[src/rtl/pif_ram_dma_pkg.sv]
// Shared constants for the PIF work-RAM DMA initiator: RAM geometry and FSM encodings.
package pif_ram_dma_pkg;

  localparam int RAM_AW = 11;
  localparam int RAM_DW = 8;

  typedef logic [2:0] state_t;

  localparam state_t ST_IDLE  = 3'd0;
  localparam state_t ST_WRITE = 3'd1;
  localparam state_t ST_READ  = 3'd2;
  localparam state_t ST_DRAIN = 3'd3;
  localparam state_t ST_DONE  = 3'd4;

endpackage

[src/rtl/pif_ram_dma_rdbuf.sv]
// Two-entry read-return FIFO; a push into a full buffer is only taken when a pop frees the head.
module pif_ram_dma_rdbuf
  import pif_ram_dma_pkg::*;
(
  input  logic              clk,
  input  logic              reset,
  input  logic              push,
  input  logic              pop,
  input  logic [RAM_DW-1:0] din,
  output logic [RAM_DW-1:0] dout,
  output logic              full,
  output logic              empty,
  output logic [1:0]        count
);

  logic [RAM_DW-1:0] r_mem [2];
  logic              r_wptr;
  logic              r_rptr;
  logic [1:0]        r_count;
  logic              w_do_push;
  logic              w_do_pop;

  // Qualify push/pop against occupancy and expose the status flags.
  always_comb begin
    full      = (r_count == 2'd2);
    empty     = (r_count == 2'd0);
    count     = r_count;
    dout      = r_mem[r_rptr];
    w_do_pop  = pop && !empty;
    w_do_push = push && (!full || w_do_pop);
  end

  // Storage, pointers and occupancy.
  always_ff @(posedge clk or posedge reset) begin
    if (reset) begin
      r_mem[0] <= '0;
      r_mem[1] <= '0;
      r_wptr   <= 1'b0;
      r_rptr   <= 1'b0;
      r_count  <= 2'd0;
    end else begin
      if (w_do_push) begin
        r_mem[r_wptr] <= din;
        r_wptr        <= ~r_wptr;
      end
      if (w_do_pop) begin
        r_rptr <= ~r_rptr;
      end
      case ({w_do_push, w_do_pop})
        2'b10:   r_count <= r_count + 2'd1;
        2'b01:   r_count <= r_count - 2'd1;
        default: r_count <= r_count;
      endcase
    end
  end

endmodule

[src/rtl/pif_ram_dma.sv]
// Work-RAM bus initiator: moves a commanded number of bytes between byte streams and the 2 KB RAM.
module pif_ram_dma
  import pif_ram_dma_pkg::*;
#(
  parameter int ADDR_W       = RAM_AW,
  parameter int LEN_W        = 12,
  parameter int RD_BUF_DEPTH = 2
) (
  input  logic              clk,
  input  logic              reset,
  input  logic              cmd_valid,
  output logic              cmd_ready,
  input  logic              cmd_write,
  input  logic [ADDR_W-1:0] cmd_addr,
  input  logic [LEN_W-1:0]  cmd_len,
  input  logic [RAM_DW-1:0] wr_data,
  input  logic              wr_valid,
  output logic              wr_ready,
  output logic [RAM_DW-1:0] rd_data,
  output logic              rd_valid,
  input  logic              rd_ready,
  output logic              busy,
  output logic              done,
  output logic [ADDR_W-1:0] ram_address,
  output logic              ram_we,
  output logic [RAM_DW-1:0] ram_data,
  output logic              ram_oe,
  input  logic              ram_valid,
  input  logic [RAM_DW-1:0] ram_q
);

  state_t            r_state;
  logic [ADDR_W-1:0] r_addr;
  logic [LEN_W-1:0]  r_rem;
  logic              r_inflight;

  logic              w_wr_hs;
  logic              w_issue;
  logic              w_push;
  logic              w_pop;
  logic              w_last;
  logic              w_drain_ok;
  logic              w_full;
  logic              w_empty;
  logic [1:0]        w_count;
  logic [2:0]        w_outst;
  logic [RAM_DW-1:0] w_head;

  // Handshakes and read-issue throttle; a same-cycle pop frees a slot so rd_ready=1 sustains 1 byte/cycle.
  always_comb begin
    w_wr_hs    = (r_state == ST_WRITE) && wr_valid;
    w_pop      = !w_empty && rd_ready;
    w_outst    = {1'b0, w_count} + {2'b00, r_inflight} - {2'b00, w_pop};
    w_issue    = (r_state == ST_READ) && (w_outst < 3'(RD_BUF_DEPTH));
    w_push     = ram_valid && r_inflight;
    w_last     = (r_rem == LEN_W'(1));
    w_drain_ok = !r_inflight && (w_empty || ((w_count == 2'd1) && w_pop));
  end

  // Bus and stream outputs; the RAM port is held at zero whenever no access is made.
  always_comb begin
    cmd_ready   = (r_state == ST_IDLE);
    busy        = (r_state != ST_IDLE);
    done        = (r_state == ST_DONE);
    wr_ready    = (r_state == ST_WRITE);
    ram_we      = w_wr_hs;
    ram_oe      = w_issue;
    ram_address = (w_wr_hs || w_issue) ? r_addr : '0;
    ram_data    = w_wr_hs ? wr_data : '0;
    rd_valid    = !w_empty;
    rd_data     = w_head;
  end

  // Transfer FSM, address/length counters and in-flight read tracking.
  always_ff @(posedge clk or posedge reset) begin
    if (reset) begin
      r_state    <= ST_IDLE;
      r_addr     <= '0;
      r_rem      <= '0;
      r_inflight <= 1'b0;
    end else begin
      r_inflight <= w_issue;
      case (r_state)
        ST_IDLE: begin
          if (cmd_valid) begin
            r_addr <= cmd_addr;
            r_rem  <= cmd_len;
            if (cmd_len == '0)   r_state <= ST_DONE;
            else if (cmd_write)  r_state <= ST_WRITE;
            else                 r_state <= ST_READ;
          end
        end
        ST_WRITE: begin
          if (w_wr_hs) begin
            r_addr <= r_addr + ADDR_W'(1);
            r_rem  <= r_rem - LEN_W'(1);
            if (w_last) r_state <= ST_DONE;
          end
        end
        ST_READ: begin
          if (w_issue) begin
            r_addr <= r_addr + ADDR_W'(1);
            r_rem  <= r_rem - LEN_W'(1);
            if (w_last) r_state <= ST_DRAIN;
          end
        end
        ST_DRAIN: begin
          if (w_drain_ok) r_state <= ST_DONE;
        end
        ST_DONE:  r_state <= ST_IDLE;
        default:  r_state <= ST_IDLE;
      endcase
    end
  end

  pif_ram_dma_rdbuf u_rdbuf (
    .clk   (clk),
    .reset (reset),
    .push  (w_push),
    .pop   (w_pop),
    .din   (ram_q),
    .dout  (w_head),
    .full  (w_full),
    .empty (w_empty),
    .count (w_count)
  );

  logic w_unused;
  assign w_unused = w_full;

endmodule

[config.mk]
export PLATFORM = sky130hd
export DESIGN_NAME = pif_ram_dma
export DESIGN_NICKNAME = d
export VERILOG_FILES = /design/src/rtl/pif_ram_dma_pkg.sv /design/src/rtl/pif_ram_dma_rdbuf.sv /design/src/rtl/pif_ram_dma.sv
export SDC_FILE = /design/constraint.sdc
export NUM_CORES = 1
export LEC_CHECK = 0
export ABC_AREA = 1
export ABC_CLOCK_PERIOD_IN_PS = 5450
export BUFFER_PORTS_ARGS = -buffer_cell sky130_fd_sc_hd__buf_4
export CORE_UTILIZATION = 50
export CTS_CLUSTER_DIAMETER = 120
export CTS_CLUSTER_SIZE = 30
export DETAILED_ROUTE_END_ITERATION = 8
export PLACE_DENSITY_LB_ADDON = 0.15
export SLEW_MARGIN = 20
export SYNTH_ARGS = -nofsm -noshare
export SYNTH_HDL_FRONTEND = slang
export SYNTH_SLANG_ARGS = --single-unit
[constraint.sdc]
create_clock -name clk -period 5.45 [get_ports clk]
set_clock_uncertainty 0.2 [all_clocks]
set_input_delay 1.09 -clock clk [delete_from_list [all_inputs] [get_ports clk]]
set_output_delay 1.09 -clock clk [all_outputs]
set_load 0.03 [all_outputs]
Word-level counts from Yosys, hierarchy flattened
Index checks and enable logic that the tools add are counted.
Cells by class
  bitwise gates (word level): 4
  reductions and logical operators: 23
  multiplexer cells: 26
  equality and inequality tests: 15
  $add $sub $neg: 6
  order comparisons: 4
Operators with widths (number)
  two-way mux 11 bit: 4
  two-way mux 8 bit: 5
  two-way mux 12 bit: 3
  one-hot mux 12 bit (3 select lines): 1
  one-hot mux 11 bit (3 select lines): 1
  two-way mux 3 bit: 7
  bitwise mux 16 bit: 1
  == test 12 x 1 -> 1 bit (second input constant): 1
  logical NOT 12 bit: 1
  one-hot mux 3 bit (4 select lines): 1
  subtractor 12 x 1 -> 12 bit (second input constant): 1
  adder 11 x 1 -> 11 bit (second input constant): 1
  logical AND 1 bit: 9
  demux 8 bit (select 1 bit): 1
  != test 2 bit (second input constant): 4
  == test 3 x 2 -> 1 bit (second input constant): 2
  AND reduction 6 bit: 1
  nonzero test 3 bit: 2
  == test 2 x 1 -> 1 bit (second input constant): 2
  == test 2 bit (second input constant): 2
  greater-or-equal comparator 2 bit (second input constant): 2
  != test 2 x 1 -> 1 bit (second input constant): 2
  NOT 1 -> 2 bit: 2
  one-hot mux 2 bit (2 select lines): 1
  16 further kinds: 21
Word-level totals
  register bits: 47
  logic and storage cells: 87
  bits of input ports: 46
  output and inout port bits: 34

Longest topological paths before layout
Gate-level depths: netlist (run 1).
  depth in word-level cells: 8
  gate-level depth with buffers: 18
  gate-level depth less buffers: 17

Modules after synthesis
A second synthesis (run 1) with hierarchy kept.
Unflattened totals
  cell total of the unflattened synthesis: 476
  area, all modules: 3181.8 µm²
Modules (own cells, without submodules)
  pif_ram_dma: area each 2198.4 µm², cells each 360, times used 1
  pif_ram_dma_rdbuf: area each 983.4 µm², cells each 116, times used 1

Worst setup path after synthesis (run 1)
Ideal clock, no wire load.
  path kind: in2out
  from: in rd_ready
  to: out ram_address[0]
  cell stages on the path: 10
  data arrival time: 3307 ps
  path buffers: 1
  data required time: 4160 ps
  slack: 853 ps
  cells stage by stage: nand2_1 inv_1 ha_1 or2_2 fa_1 nand4_1 inv_1 nor2_1 buf_2 nor2_1
On the way
  longest elaborated chain between the ends: 6
RTL lines
  start, declared: line pif_ram_dma.sv:21  | input logic rd_ready,
  logical AND 1 bit: line pif_ram_dma.sv:52  | w_pop = !w_empty && rd_ready;
  subtractor 3 x 1 -> 3 bit: line pif_ram_dma.sv:53  | w_outst = {1'b0, w_count} + {2'b00, r_inflight} - {2'b00, w_pop};
  < comparator 3 x 2 -> 1 bit: line pif_ram_dma.sv:54  | w_issue = (r_state == ST_READ) && (w_outst < 3'(RD_BUF_DEPTH));
  logical AND 1 bit: line pif_ram_dma.sv:54
  named net ram_oe: line pif_ram_dma.sv:27  | output logic ram_oe,
  logical OR 1 bit: line pif_ram_dma.sv:68  | ram_address = (w_wr_hs || w_issue) ? r_addr : '0;
  two-way mux 11 bit: line pif_ram_dma.sv:68
  end, declared: line pif_ram_dma.sv:24  | output logic [ADDR_W-1:0] ram_address,
The timed path passes the listed nets, and every way through them passes these cells.

Final worst setup path (run 1)
  from: in rd_ready
  to: out ram_address[5]
On the way
  longest elaborated chain between the ends: 6
RTL lines (line)
  logical AND 1 bit: pif_ram_dma.sv:52
  subtractor 3 x 1 -> 3 bit: pif_ram_dma.sv:53
  < comparator 3 x 2 -> 1 bit: pif_ram_dma.sv:54
  logical AND 1 bit: pif_ram_dma.sv:54
  logical OR 1 bit: pif_ram_dma.sv:68
  two-way mux 11 bit: pif_ram_dma.sv:68
No other way between the ends.

==> run metrics, run 1 <==
status completed; Mapped Avg Cell Area 6.649 µm²; HP Class reg -> reg; core area 5991 µm²; reg2reg setup slack 2.12 ns; pin count of the biggest net entering global routing 48; dpl cell area 3725 µm²; syn_nets 529; WHS Endpoint r_rem[5]; vias 3,062; Post-Syn Area 3152 µm²; # setup viols final 0; R2R cell count 15; met3 GRT Util 0.04607; CP arrival 3.58 ns; slowest library cell on the worst path nor2_1; cell mode on critical path inv_1; Tmin final 4.865 ns; final sum of negative setup slack 0 ns; ANT cells 0; H-tree depth 2; Setup crit start kind primary input; Final Power 2.553 mW; share of layout cells above drive strength 1 0.1883; critical path required time 4.16 ns; fin cells 622; busiest metal layer after global routing met2; initial drt markers 112; min-delay src r_rem[5]; first-pass GRT wire length 11,760 µm; DIE AREA 6625 µm²; clk_lat worst skew 0.30 ns; library cells used by synthesis 30; TritonCTS Buffers 5; Vias/cell 4.923; Max-cap violations 0; Leak Pwr 2.126 nW; leading cell type in the layout, fill and taps excluded nand2_1; measured slew at the worst slew-check pin 0.8544 ns; Hold Vio Cnt, Final 0; Final Max Tran Viols 0; GR met1 Demand/Resource 0.2783; maximum VDD drop 0.3901 mV; Finished Core Util 0.6447; setup ws final 0.5845 ns; Syn Inst Count 474; Min-Delay Path Depth 2; Tot GR Track Use 0.2299; biggest cell delay along the critical path 0.65 ns; Routed Antenna Nets 0; final wirelength 7029 µm; Final period util 0.8928; hold_ws 0.2769 ns; fill cell count 586; unrepaired setup endpoints after global routing false; area delta synth->final 22.55%; initial antenna violation count 0; DRC errors left 0; Power per Cell Area 661.0 nW/µm²; dpl cells 614; slew margin rel. 0.4283; post-layout instance area 3862 µm²; nets@finish 601; Worst Path Max Fanout 11; routing usage on met2 0.4033; Final GP Congestion 0.8640; CP top delay family simple AND/OR/NAND/NOR gates; wire per inst 11.30 µm; Setup crit end kind output port; DP Worst Slack 0.5752 ns; synth warn 0; crit-path cells buf_4 > nand2_1 > inv_1 > ha_1 > or2_2 > fa_1 > inv_1 > nand2_1 > nand4_1 > inv_1 > nor2_1 > nor2_1 > buf_4; CTS sink cnt 47; clock root buffer clkbuf_8; Rows 28; fmax 205.5 MHz; Post-CTS Setup Bufs 0; commonest non-fill, non-tap cells in the layout nand2_1, buf_4, inv_1; reg2reg start u_rdbuf.count[1]; I/O Buffers 79; vias in the first global route 2,741; Buf+Inv Stages, Crit Path 5; Die H 81.40 µm; TritonRoute pass-1 iters 4; post_cts resized 0; clk slew on worst S/H paths 0.09 ns; CTS tree done; CTS hold repair buffers 0; WS Path Type in -> out; Starting Density 0.5261; sequential area share after synthesis 0.3732; grt total ovfl 0; I/O pins 80; CTS max path bufs 2; Die W 81.40 µm; Worst R2R End r_addr[8]; count of state elements after synthesis 47; post-detail-place hpwl 5152 µm
[worst max path at each step]
| stage | cells past startpoint | endpoint | from | slack, ns |
|---|---|---|---|---|
| after floorplan | 10 | ram_address[0] | rd_ready | 0.85 |
| after global placement | 13 | ram_address[5] | rd_ready | 0.68 |
| after detailed placement | 13 | ram_address[5] | rd_ready | 0.58 |
| after CTS | 13 | ram_address[5] | rd_ready | 0.58 |
| after global routing | 13 | ram_address[10] | rd_ready | 0.33 |
| final | 13 | ram_address[5] | rd_ready | 0.58 |
[kinds of logic (layout without fill, tap and decap cells)]
kind of cell               count (synthesis)  count (layout)  synth area share
buffers and inverters                     79             152            0.1135
adders and majority gates                  9               9           0.03811
DFF                                       47              47            0.3732
and+or+nand+nor                          280             280            0.3716
AOI/OAI and AO/OA                         52              52           0.08416
xor gates and xnor gates                   7               7           0.01945
[cell usage after synthesis]
| master | n | area share |
|---|---|---|
| buf_4 | 1 | 0.0024 |
| nor2_2 | 3 | 0.0060 |
| nor3_1 | 5 | 0.0079 |
| clkinv_1 | 1 | 0.0012 |
| o21ai_1 | 9 | 0.014 |
| nand4_1 | 5 | 0.0099 |
| fa_1 | 1 | 0.0064 |
| inv_2 | 3 | 0.0036 |
| xnor2_1 | 3 | 0.0083 |
| nand3_1 | 24 | 0.038 |
| nand3b_1 | 3 | 0.0071 |
| or2_2 | 2 | 0.0040 |
| nand3_2 | 1 | 0.0032 |
| a21oi_1 | 4 | 0.0064 |
| buf_2 | 4 | 0.0064 |
| o211ai_1 | 1 | 0.0024 |
| ha_1 | 8 | 0.032 |
| o31ai_1 | 1 | 0.0024 |
| nor2_1 | 57 | 0.068 |
| nand2_1 | 173 | 0.21 |
| buf_6 | 7 | 0.025 |
| or2_0 | 1 | 0.0020 |
| nand2_4 | 2 | 0.0071 |
| nor2_8 | 1 | 0.0064 |
| dfrtp_1 | 47 | 0.37 |
| nand2_2 | 3 | 0.0060 |
| inv_1 | 61 | 0.073 |
| o21ai_0 | 37 | 0.059 |
| xor2_1 | 4 | 0.011 |
| clkbuf_1 | 2 | 0.0024 |
[registers in the layout (all words and copies together) (netlist names)]
register        count
u_rdbuf.r_rptr      1
r_rem              12
r_inflight          1
u_rdbuf.r_wptr      1
r_addr             11
u_rdbuf.count       2
u_rdbuf.r_mem      16
r_state             3
[area by class of cell]
class	count	area, µm²	area share
inverters	65	245.2	0.06349
clock buffers	5	68.82	0.01782
multi-input cells	348	1618	0.4189
well taps	75	93.84	0.02430
repair buffers	79	593.1	0.1535
flip-flops and latches	47	1176	0.3045
clock inverters	3	67.56	0.01749
[power by group]
| group | internal (mW) | switching [mW] | total [mW] |
|---|---|---|---|
| logic | 0.526 | 1.04 | 1.57 |
| registers | 0.531 | 0.146 | 0.677 |
| clock network | 0.183 | 0.127 | 0.310 |
[worst reg2reg max path, stage by stage (launching register included)]
cell and delay [ns]:
dfrtp_1 0.44, inv_1 0.11, ha_1 0.18, inv_1 0.09, nand2_1 0.10, inv_1 0.09
ha_1 0.22, or2_2 0.30, fa_1 0.51, nand3_1 0.10, nand2_2 0.09, nand2_4 0.08
nor2_8 0.37, inv_2 0.18, nand2_1 0.10, nand2_1 0.05
[routing by layer]
metal,up-vias,part of all wire,routed length [µm]
li1,1600,-,-
met1,1388,0.46,3226
met2,70,0.49,3463
met3,4,0.041,286
met4,0,0.0075,53
met5,-,0,0
(Power assumes the default switching activity.)
==> run 2: changes to the inputs <==
Settings changed: ABC_AREA 1 to default, CELL_PAD_IN_SITES_DETAIL_PLACEMENT from default to 0, CELL_PAD_IN_SITES_GLOBAL_PLACEMENT from default to 2, CORE_UTILIZATION 50 to 35.
==> run 2 against run 1 <==
Effect of this change: global-route usage shrank 3.6 points; non-clock buffer count grew 5; worst hold slack gained 0.030 ns; critical endpoint is now ram_address[4]; area after synthesis shrank 1.9%; largest cell class unchanged; sequential share of layout area is essentially flat; combinational power grew 6%.
==> run metrics, run 2 <==
Post-synth top flop dfrtp_1; critical path depth in cells 13; Mapped Avg Cell Area 10.31 µm²; Final Max Tran Viols 0; commonest non-fill, non-tap cells in the layout buf_4, dfrtp_1, mux2_2; ANT cells 0; I/O pins 80; Setup crit end kind output port; R2R cell count 12; Routed Antenna Nets 0; CTS sink cnt 47; critical path required time 4.16 ns; Post-synth EDFFs 0; met3 GRT Util 0.03239; # setup viols final 0; fill cell count 820; Die W 95.99 µm; largest registers u_rdbuf.r_mem (16), r_rem (12), r_addr (11); unrepaired setup endpoints after global routing false; core area 8382 µm²; Power per Cell Area 674.6 nW/µm²; leading cell type in the layout, fill and taps excluded buf_4; post_cts resized 0; Pint 1.362 mW; top cells by count, synth dfrtp_1, mux2_2, and3_1, inv_1; FFs w/ async S/R, synth 1.000; top-count cell post-synth dfrtp_1; TritonRoute pass-1 iters 4; CTS tree done; Synth area leaders dfrtp_1, mux2_2, a221oi_2; synth warn 0; pin count of the biggest net entering global routing 48; HP Class reg -> reg; Max-cap violations 0; CTS hold repair buffers 0; Synth Area in Simple Gates 0.1627; fmax 213.8 MHz; status completed; cell mode on critical path buf_4; slowest library cell on the worst path fa_1; Die H 95.99 µm; busiest metal layer after global routing met2; DRC errors left 0; sw power 1.244 mW; Logic pwr share 0.635; main combinational cell family by area after synthesis compound AO/OA/AOI/OAI gates; area delta synth->final 24.97%; CTS max path bufs 2; Final GP Congestion 0.7768; measured slew at the worst slew-check pin 1.106 ns; nets@finish 424; WS Path Type in -> out; CP arrival 3.39 ns; final sum of negative setup slack 0 ns; Leak Pwr 1.755 nW; syn_nets 355; final wirelength 8253 µm; initial antenna violation count 0; top cell type's share of synthesized area 0.3804; Setup crit start kind primary input; Post-CTS Setup Bufs 0; TritonCTS Buffers 5; mux share of post-synthesis cell area 0.1149; Buf+Inv Stages, Crit Path 5; share of layout cells above drive strength 1 0.3865; count of state elements after synthesis 47; sequential fraction of design power 0.260; Vias/cell 5.634; H-tree depth 2; Final period util 0.8582; clk slew on worst S/H paths 0.10 ns; grt total ovfl 0; routing usage on met2 0.3174; Min-Delay Path Depth 1; clk_lat worst skew 0.31 ns; Synth Area in Adders 0.03885; Clock Power Share 0.105; Rows 33; compound-cell area share of the yosys netlist 0.2246; vias 2,676; Finished Core Util 0.4610; Tot GR Track Use 0.1941; sequential area share after synthesis 0.3804; initial drt markers 146; maximum VDD drop 0.3115 mV; Reg with most FFs u_rdbuf.r_mem; post-detail-place hpwl 5757 µm; Tmin final 4.677 ns; wire per inst 17.37 µm; library cells used by synthesis 54; DIE AREA 9213 µm²; clock root buffer clkbuf_8; Post-Synth XOR/XNOR Area 0.02226; Sw Ratio 0.4773; GR met1 Demand/Resource 0.2654; first-pass GRT wire length 13,700 µm; biggest cell delay along the critical path 0.38 ns; I/O Buffers 79; Starting Density 0.3689; Worst Path Max Fanout 17; vias in the first global route 2,616; slew margin rel. 0.2572; Post-Syn Area 3092 µm²; Hold Vio Cnt, Final 0; Syn Inst Count 300; Yosys top cell by area dfrtp_1; max FFs per register 16; CP top delay family buffers and inverters; crit-path cells buf_4 > nand2b_1 > inv_1 > ha_1 > nand2b_1 > fa_1 > xnor2_1 > nand4_1 > buf_4 > a21oi_1 > buf_4 > and2_1 > buf_4
==> run 2: final timing paths <==
kind / from / end / slack [ns]
worst max-delay path: rd_ready / ram_address[4] / 0.77
min in group asynchronous: reset / r_addr[10] / 0.72
max in group asynchronous: reset / u_rdbuf.r_mem[1] / 3.79
worst max register to register: u_rdbuf.count[1] / r_addr[1] / 1.78
worst min register to register: r_rem[4] / r_rem[4] / 0.31
worst min-delay path: r_rem[4] / r_rem[4] / 0.31
==> run 2: metal layers <==
layer / part of all wire / vias to the layer above
li1: - / 1283
met1: 0.47 / 1324
met2: 0.48 / 62
met3: 0.038 / 7
met4: 0.0087 / 0
met5: 0 / -
==> run 2: cells by family after synthesis <==
kind of cell,after synthesis
buffers and inverters,38
adders and majority gates,9
xor gates and xnor gates,7
AOI/OAI and AO/OA,79
and+or+nand+nor,88
DFF,47
muxes,32
==> run 2: area by class of cell <==
| cell class | instances | area, µm² | area share |
|---|---|---|---|
| Clock buffer | 5 | 68.82 | 0.01781 |
| Clock inverter | 3 | 46.29 | 0.01198 |
| Inverter | 16 | 61.31 | 0.01587 |
| Multi-Input combinational cell | 215 | 1749 | 0.4527 |
| Sequential cell | 47 | 1176 | 0.3044 |
| Tap cell | 105 | 131.4 | 0.03400 |
| Timing Repair Buffer | 84 | 630.6 | 0.1632 |
==> run 2: per-stage QoR <==
step,total power [mW],cells,instance area (µm²),setup WS [ns],hold slack [ns]
floorplan,1.915,300,3092,0.8662,0.2571
global placement,2.339,467,3742,0.8031,0.2830
detailed placement,2.349,467,3747,0.7643,0.2784
CTS,2.629,475,3862,0.7620,0.3056
global route,2.820,475,3864,0.5261,0.3178
finish,2.607,475,3864,0.7729,0.3065
==> run 2: power by group through the flow <==
| stage | Combinational (mW) | Sequential (mW) | Clock (mW) |
|---|---|---|---|
| floorplan | 1.30 | 0.613 | 0 |
| detailed placement | 1.66 | 0.687 | 0 |
| global placement | 1.66 | 0.681 | 0 |
| finish | 1.66 | 0.678 | 0.272 |
| global route | 1.82 | 0.707 | 0.295 |
| CTS | 1.67 | 0.680 | 0.281 |
